===== src/rtl/crc_stream_gen_pkg.sv =====
// rtl/crc_stream_gen_pkg.sv - shared types, defaults and the unrolled CRC bit update
package crc_stream_pkg;

  typedef enum logic [1:0] {IDLE, DATA, APPEND} state_t;

  localparam int CRC_W_DEF  = 24;
  localparam int DATA_W_DEF = 8;
  localparam int N_APP      = CRC_W_DEF / DATA_W_DEF;
  localparam int MAX_W      = 64;

  // Register and data are left-aligned so the feedback tap is always bit MAX_W-1.
  function automatic logic [MAX_W-1:0] crc_step(input logic [MAX_W-1:0] crc,
                                                input logic [MAX_W-1:0] data,
                                                input logic [MAX_W-1:0] poly,
                                                input int crc_w,
                                                input int data_w);
    logic [MAX_W-1:0] c;
    logic [MAX_W-1:0] d;
    logic [MAX_W-1:0] p;
    logic             fb;
    c = crc << (MAX_W - crc_w);
    d = data << (MAX_W - data_w);
    p = poly << (MAX_W - crc_w);
    for (int i = 0; i < MAX_W; i++) begin
      if (i < data_w) begin
        fb = c[MAX_W-1] ^ d[MAX_W-1];
        c  = (c << 1) ^ (fb ? p : '0);
        d  = d << 1;
      end
    end
    return c >> (MAX_W - crc_w);
  endfunction

endpackage


===== src/rtl/crc_stream_gen_if.sv =====
// rtl/crc_stream_gen_if.sv - input/output byte stream bundle for crc_stream_gen
interface crc_stream_gen_if
  import crc_stream_pkg::*;
#(
  parameter int DATA_W = DATA_W_DEF
);
  logic              mode_chk;
  logic              s_valid;
  logic              s_ready;
  logic [DATA_W-1:0] s_data;
  logic              s_last;
  logic              m_valid;
  logic              m_ready;
  logic [DATA_W-1:0] m_data;
  logic              m_last;

  modport master (
    output mode_chk, s_valid, s_data, s_last, m_ready,
    input  s_ready, m_valid, m_data, m_last
  );

  modport slave (
    input  mode_chk, s_valid, s_data, s_last, m_ready,
    output s_ready, m_valid, m_data, m_last
  );
endinterface


===== src/rtl/crc_stream_gen_out_reg.sv =====
// rtl/crc_stream_gen_out_reg.sv - single-entry valid/ready output register
module crc_out_reg
  import crc_stream_pkg::*;
#(
  parameter int DATA_W = DATA_W_DEF
) (
  input  logic              clk,
  input  logic              rstn,
  input  logic              load,
  input  logic [DATA_W-1:0] load_data,
  input  logic              load_last,
  input  logic              m_ready,
  output logic              m_valid,
  output logic [DATA_W-1:0] m_data,
  output logic              m_last,
  output logic              slot_free
);

  assign slot_free = !m_valid || m_ready;

  // Data and last only move when the slot is free, so a stalled beat holds.
  always_ff @(posedge clk) begin
    if (!rstn) begin
      m_valid <= 1'b0;
      m_data  <= '0;
      m_last  <= 1'b0;
    end else if (slot_free) begin
      m_valid <= load;
      if (load) begin
        m_data <= load_data;
        m_last <= load_last;
      end
    end
  end

endmodule


===== src/rtl/crc_stream_gen.sv =====
// rtl/crc_stream_gen.sv - inline CRC generator/checker on a valid/ready beat stream
module crc_stream_gen
  import crc_stream_pkg::*;
#(
  parameter int              CRC_W   = CRC_W_DEF,
  parameter logic [CRC_W-1:0] POLY    = 24'h864CFB,
  parameter int              DATA_W  = DATA_W_DEF,
  parameter logic [CRC_W-1:0] INIT    = '0,
  parameter logic [CRC_W-1:0] XOR_OUT = '0,
  parameter logic [CRC_W-1:0] RESIDUE = '0
) (
  input  logic             clk,
  input  logic             rstn,
  crc_stream_gen_if.slave  bus,
  output logic             done,
  output logic             crc_ok,
  output logic [CRC_W-1:0] crc_value
);

  localparam int               APP_N    = CRC_W / DATA_W;
  localparam int               CNT_W    = $clog2(APP_N + 1);
  localparam logic [CNT_W-1:0] CNT_LAST = CNT_W'(APP_N - 1);

  state_t            state;
  logic [CRC_W-1:0]  crc;
  logic [CRC_W-1:0]  crc_next;
  logic [CRC_W-1:0]  crc_fin;
  logic [CRC_W-1:0]  crc_sh;
  logic [CNT_W-1:0]  cnt;
  logic              mode_r;
  logic              mode_eff;
  logic              slot_free;
  logic              acc;
  logic              ld;
  logic              ld_last;
  logic [DATA_W-1:0] ld_data;

  assign bus.s_ready = ((state == IDLE) || (state == DATA)) && slot_free;
  assign acc         = bus.s_valid && bus.s_ready;

  always_comb begin
    crc_next = CRC_W'(crc_step(MAX_W'(crc), MAX_W'(bus.s_data), MAX_W'(POLY), CRC_W, DATA_W));
    crc_fin  = crc ^ XOR_OUT;
    crc_sh   = crc_fin >> (DATA_W * (APP_N - 1 - int'(cnt)));
    mode_eff = (state == IDLE) ? bus.mode_chk : mode_r;
    ld       = acc || ((state == APPEND) && slot_free);
    ld_data  = bus.s_data;
    ld_last  = bus.s_last && mode_eff;
    if (state == APPEND) begin
      ld_data = crc_sh[DATA_W-1:0];
      ld_last = (cnt == CNT_LAST);
    end
  end

  crc_out_reg #(.DATA_W(DATA_W)) u_out (
    .clk       (clk),
    .rstn      (rstn),
    .load      (ld),
    .load_data (ld_data),
    .load_last (ld_last),
    .m_ready   (bus.m_ready),
    .m_valid   (bus.m_valid),
    .m_data    (bus.m_data),
    .m_last    (bus.m_last),
    .slot_free (slot_free)
  );

  always_ff @(posedge clk) begin
    if (!rstn) begin
      state     <= IDLE;
      crc       <= INIT;
      cnt       <= '0;
      mode_r    <= 1'b0;
      done      <= 1'b0;
      crc_ok    <= 1'b0;
      crc_value <= '0;
    end else begin
      done <= 1'b0;
      case (state)
        IDLE, DATA: begin
          if (acc) begin
            crc <= crc_next;
            if (state == IDLE) mode_r <= bus.mode_chk;
            if (!bus.s_last) begin
              state <= DATA;
            end else if (mode_eff) begin
              done      <= 1'b1;
              crc_ok    <= (crc_next == RESIDUE);
              crc_value <= crc_next;
              crc       <= INIT;
              state     <= IDLE;
            end else begin
              cnt   <= '0;
              state <= APPEND;
            end
          end
        end
        APPEND: begin
          if (slot_free) begin
            cnt <= cnt + 1'b1;
            if (cnt == CNT_LAST) begin
              done      <= 1'b1;
              crc_ok    <= 1'b1;
              crc_value <= crc_fin;
              crc       <= INIT;
              state     <= IDLE;
            end
          end
        end
        default: state <= IDLE;
      endcase
    end
  end

endmodule


===== src/flat_wrapper.sv =====
// flat-port wrapper written by rule: the top's interface ports become plain ports
module crc_stream_gen_flat import crc_stream_pkg::*;
#(
  parameter int              CRC_W   = CRC_W_DEF,
  parameter logic [CRC_W-1:0] POLY    = 24'h864CFB,
  parameter int              DATA_W  = DATA_W_DEF,
  parameter logic [CRC_W-1:0] INIT    = '0,
  parameter logic [CRC_W-1:0] XOR_OUT = '0,
  parameter logic [CRC_W-1:0] RESIDUE = '0
)
  (clk, rstn, done, crc_ok, crc_value, bus_mode_chk, bus_s_valid, bus_s_data, bus_s_last, bus_m_ready, bus_s_ready, bus_m_valid, bus_m_data, bus_m_last);
  crc_stream_gen_if #(.DATA_W(DATA_W)) bus_i ();
  input  logic clk;
  input  logic rstn;
  output logic done;
  output logic crc_ok;
  output logic [CRC_W-1:0] crc_value;
  input wire logic [$bits(bus_i.mode_chk)-1:0] bus_mode_chk;
  input wire logic [$bits(bus_i.s_valid)-1:0] bus_s_valid;
  input wire logic [$bits(bus_i.s_data)-1:0] bus_s_data;
  input wire logic [$bits(bus_i.s_last)-1:0] bus_s_last;
  input wire logic [$bits(bus_i.m_ready)-1:0] bus_m_ready;
  output wire logic [$bits(bus_i.s_ready)-1:0] bus_s_ready;
  output wire logic [$bits(bus_i.m_valid)-1:0] bus_m_valid;
  output wire logic [$bits(bus_i.m_data)-1:0] bus_m_data;
  output wire logic [$bits(bus_i.m_last)-1:0] bus_m_last;
  assign bus_i.mode_chk = bus_mode_chk;
  assign bus_i.s_valid = bus_s_valid;
  assign bus_i.s_data = bus_s_data;
  assign bus_i.s_last = bus_s_last;
  assign bus_i.m_ready = bus_m_ready;
  assign bus_s_ready = bus_i.s_ready;
  assign bus_m_valid = bus_i.m_valid;
  assign bus_m_data = bus_i.m_data;
  assign bus_m_last = bus_i.m_last;
  crc_stream_gen #(.CRC_W(CRC_W), .POLY(POLY), .DATA_W(DATA_W), .INIT(INIT), .XOR_OUT(XOR_OUT), .RESIDUE(RESIDUE)) u_core (.clk(clk), .rstn(rstn), .bus(bus_i), .done(done), .crc_ok(crc_ok), .crc_value(crc_value));
endmodule

===== config.mk =====
export PLATFORM = sky130hd
export DESIGN_NAME = crc_stream_gen_flat
export DESIGN_NICKNAME = d
export VERILOG_FILES = /design/src/rtl/crc_stream_gen_pkg.sv /design/src/rtl/crc_stream_gen_if.sv /design/src/rtl/crc_stream_gen_out_reg.sv /design/src/rtl/crc_stream_gen.sv /design/src/flat_wrapper.sv
export SDC_FILE = /design/constraint.sdc
export NUM_CORES = 1
export LEC_CHECK = 0
export ABC_AREA = 1
export BUFFER_PORTS_ARGS = -buffer_cell sky130_fd_sc_hd__buf_2
export CAP_MARGIN = 40
export CORE_UTILIZATION = 30
export CTS_BUF_LIST = sky130_fd_sc_hd__clkbuf_4 sky130_fd_sc_hd__clkbuf_8 sky130_fd_sc_hd__clkbuf_16
export CTS_CLUSTER_DIAMETER = 30
export DETAILED_ROUTE_END_ITERATION = 16
export GPL_TIMING_DRIVEN = 0
export PLACE_DENSITY = 0.47
export SKIP_CTS_REPAIR_TIMING = 1
export SYNTH_ARGS = -nofsm -noshare
export SYNTH_HDL_FRONTEND = slang
export SYNTH_SLANG_ARGS = --single-unit

===== constraint.sdc =====
create_clock -name clk -period 7.1 [get_ports clk]
set_input_delay 1.775 -clock clk [delete_from_list [all_inputs] [get_ports clk]]
set_output_delay 1.775 -clock clk [all_outputs]
set_load 0.02 [all_outputs]

==> results by group <==
Hold path
  • Hold path depth: 2
  • Worst hold path startpoint: u_core.mode_r
  • Worst Hold Path EP: u_core.mode_r
  • Hold Path Class: flop to flop

CTS
  • Sink Count: 65
  • CTS tree: yes
  • Clk_lat worst skew: 0.34 ns
  • Root Driver: clkbuf_16
  • Worst-path clk slew: 0.05 ns
  • Num CTS Buffers: 9
  • CTS Buffer Depth: 2
  • H-tree Lvls: 3

Drt
  • 1st-iter DRT viols: 221
  • Vias: 4112
  • Detailed Routing Iterations Pass 1: 5
  • DRT antenna net count: 0
  • Vias/cell: 5.10
  • Total Wirelength: 14100 um
  • Routed wire per std cell: 17.5 um
  • Residual DRC count: 0

Critical path
  • Crit Path Max Fanout: 8
  • Critical path arrival: 4.68 ns
  • Worst path required time: ~7.4 ns
  • Critical path class: input port to flop
  • Crit start category: input port
  • CP max stage cell: xnor2_2
  • CP Cell Sequence: buf_2, xnor2_2, inv_1, nand3_1, nand3_2, nand2_4, nand2_8, nand2_8, nand2_4, nand2_4, ha_1, nand3_1, nor2_1, nand3_1, nor2_1, nand2_1, nor2_1, nand2_1, nor2_1, nand3_1, nor2_1, nand2_1, a21oi_2
  • Register-to-register setup slack: between 3 and 4 ns
  • Reg2reg end: u_core.crc_ok
  • Worst-case reg-to-reg path depth: 27
  • Worst setup EP type: flop
  • Worst path max stage delay: roughly 0.46 ns
  • RR Startpoint: u_core.crc[21]
  • Crit-path most repeated cell: nor2_1

Timing
  • Fin. Hold Viols: 0
  • Tcrit/Tclk final: 62.0%
  • Fin Hold WS: 0.468 ns
  • Period minus WS final: ~4.4 ns
  • Slew @ Worst Pin: 0.734 ns
  • Final TNS setup: 0 ns
  • # setup viols final: 0
  • Final Max Slew Viols: 0
  • Clock skew: about 0.0057 ns
  • Rel. slew slack: 51.1%
  • Max frequency: 227 MHz
  • RSZ-0062 raised after global routing: false

Synthesis
  • Synthesized area: roughly 4000 um2
  • Post-synth net total: 587
  • Distinct cells, synth: 36
  • Yosys warning count: 0
  • Syn Inst Count: 570
  • Avg Cell Area, Syn: 6.86 um2
  • Post-synthesis sequential area ratio: around a third
  • Synth Register Bits: 65

Floorplanning
  • Starting Density: 30.8%
  • Row count: 41
  • Core area: around 13000 um2
  • Ports: 51
  • Die area: between 10000 and 15000 um2
  • Vertical die dimension: about 120 um
  • Die width: 116 um

GRT
  • First-pass GRT wire length: 21800 um
  • Largest net degree at the start of global routing: 11
  • Congestion Overflow GR: 0
  • Antenna violations before repair: 0
  • Vias in the first global route: 3912
  • GRT Util Overall: 22.1%

Finish
  • ANT cells: 0
  • Layout cell share with drive strength beyond 1: 17.8%
  • Fill count: 1460
  • Layout area overhead: 19.2%
  • Final #Nets: 648

Placed design
  • RePlAce Congestion: around 0.89
  • PortBufs: 50
  • Final HPWL DP: between 10000 and 15000 um

Power and ir drop
  • Power, Total: 1830 uW
  • Power Density: 393 nW/um2
  • Leakage power: 0.00214 uW
  • Maximum VDD drop: 0.000127 V

Job
  • Maxcap violations: 0

Run status
  • Status: complete, no violations
==> critical path, delay by kind of cell <==
| family | cells | cell delay, ns |
|---|---|---|
| simple gates | 18 | 1.81 |
| fa+ha+maj | 1 | 0.17 |
| xor+xnor | 1 | 0.46 |
| compound gates | 1 | 0.13 |
| buf+inv | 2 | 0.34 |
==> worst max-delay path by stage <==
stage             startpoint            end  slack (ns)  depth (start not counted)
6_report       bus_s_data[3]  u_core.crc_ok        2.70                         23
5_1_grt        bus_s_data[3]  u_core.crc_ok        2.38                         23
4_1_cts        bus_s_data[3]  u_core.crc_ok        2.71                         23
3_5_place_dp   bus_s_data[3]  u_core.crc_ok        2.38                         23
3_3_place_gp   bus_s_data[3]  u_core.crc_ok        2.41                         23
2_1_floorplan  bus_s_data[7]  u_core.crc_ok        3.04                         26
==> power by group <==
part	total [uW]	leakage (uW)	switching (uW)	internal, uW
sequential	495	0.000533	70.9	424
clock	429	0.000141	163	266
combinational	909	0.00147	626	283
==> cell families after synthesis <==
logic type                 Yosys count  synth area share, %
and+or+nand+nor                    251                 31.2
AOI/OAI and AO/OA                  150                 20.7
buffers and inverters               72                 6.92
DFF                                 65                 33.3
xor gates and xnor gates            29                 6.88
adders and majority gates            3                0.961
==> stage by stage <==
step,util [%],setup WS (ns),cell area [um2],instances
after global routing,36.8,2.38,4660,807
after CTS,36.8,2.71,4660,807
after global placement,34.5,2.41,4370,792
after detailed placement,34.5,2.38,4370,792
final,36.8,2.70,4660,807
after floorplan,-,3.04,3910,570
==> synth_stat cells, drive strengths merged <==
master,number,area [um2]
or3,1,6.26
nand4,5,31.3
o21bai,2,15.0
inv,46,173
or4,1,7.51
or2,3,18.8
nand2,168,773
o21ai,43,215
nand3,44,263
nor2,27,104
a211oi,3,22.5
o211ai,4,30.0
o21a,2,15.0
a21oi,86,434
ha,3,37.5
o2111ai,3,26.3
dfxtp,65,1300
xor2,19,166
a31oi,4,25.0
a22oi,1,7.51
xnor2,10,103
nand3b,2,15.0
a32oi,1,8.76
o221a,1,11.3
clkbuf,23,86.3
buf,3,11.3
==> sequential cells by signal (all words and copies together), names as in the netlist <==
name,cells
u_core.u_out.m_data,8
u_core.crc_value,24
u_core.crc_ok,1
u_core.crc,24
u_core.mode_r,1
u_core.u_out.m_valid,1
u_core.u_out.m_last,1
u_core.state,2
u_core.done,1
u_core.cnt,2
==> routing by layer <==
metal	GRT usage (%)	up-vias	share of wire, %
met5	0	-	0
li1	-	2021	-
met1	29.2	1948	47
met3	3.84	28	5.2
met2	35.2	115	45
met4	9.91	0	2.9
==> placed cells by master, fill, tap and decap left out, types with 8 or more instances in the layout <==
cell type | synthesis | routed
nand2_2 | 14 | 14
inv_1 | 35 | 35
inv_2 | 11 | 11
nand2_4 | 10 | 10
dfxtp_1 | 65 | 65
nand3_1 | 37 | 37
buf_2 | 0 | 50
xnor2_1 | 8 | 8
a21oi_1 | 85 | 85
o21ai_0 | 43 | 43
xor2_1 | 19 | 19
nand2_1 | 142 | 142
nor2_1 | 26 | 26
clkbuf_16 | 0 | 9
clkbuf_1 | 23 | 23
==> layout make-up <==
class,instances,area [um2],area share [%]
clock buffers,13,274,5.88
inverters,46,173,3.71
flip-flops and latches,65,1300,27.9
well taps,172,215,4.62
multi-input cells,433,2340,50.1
clock inverters,2,12.5,0.269
plain buffers,26,97.6,2.09
repair buffers,50,250,5.37
Power figures use the tool's default switching activity.
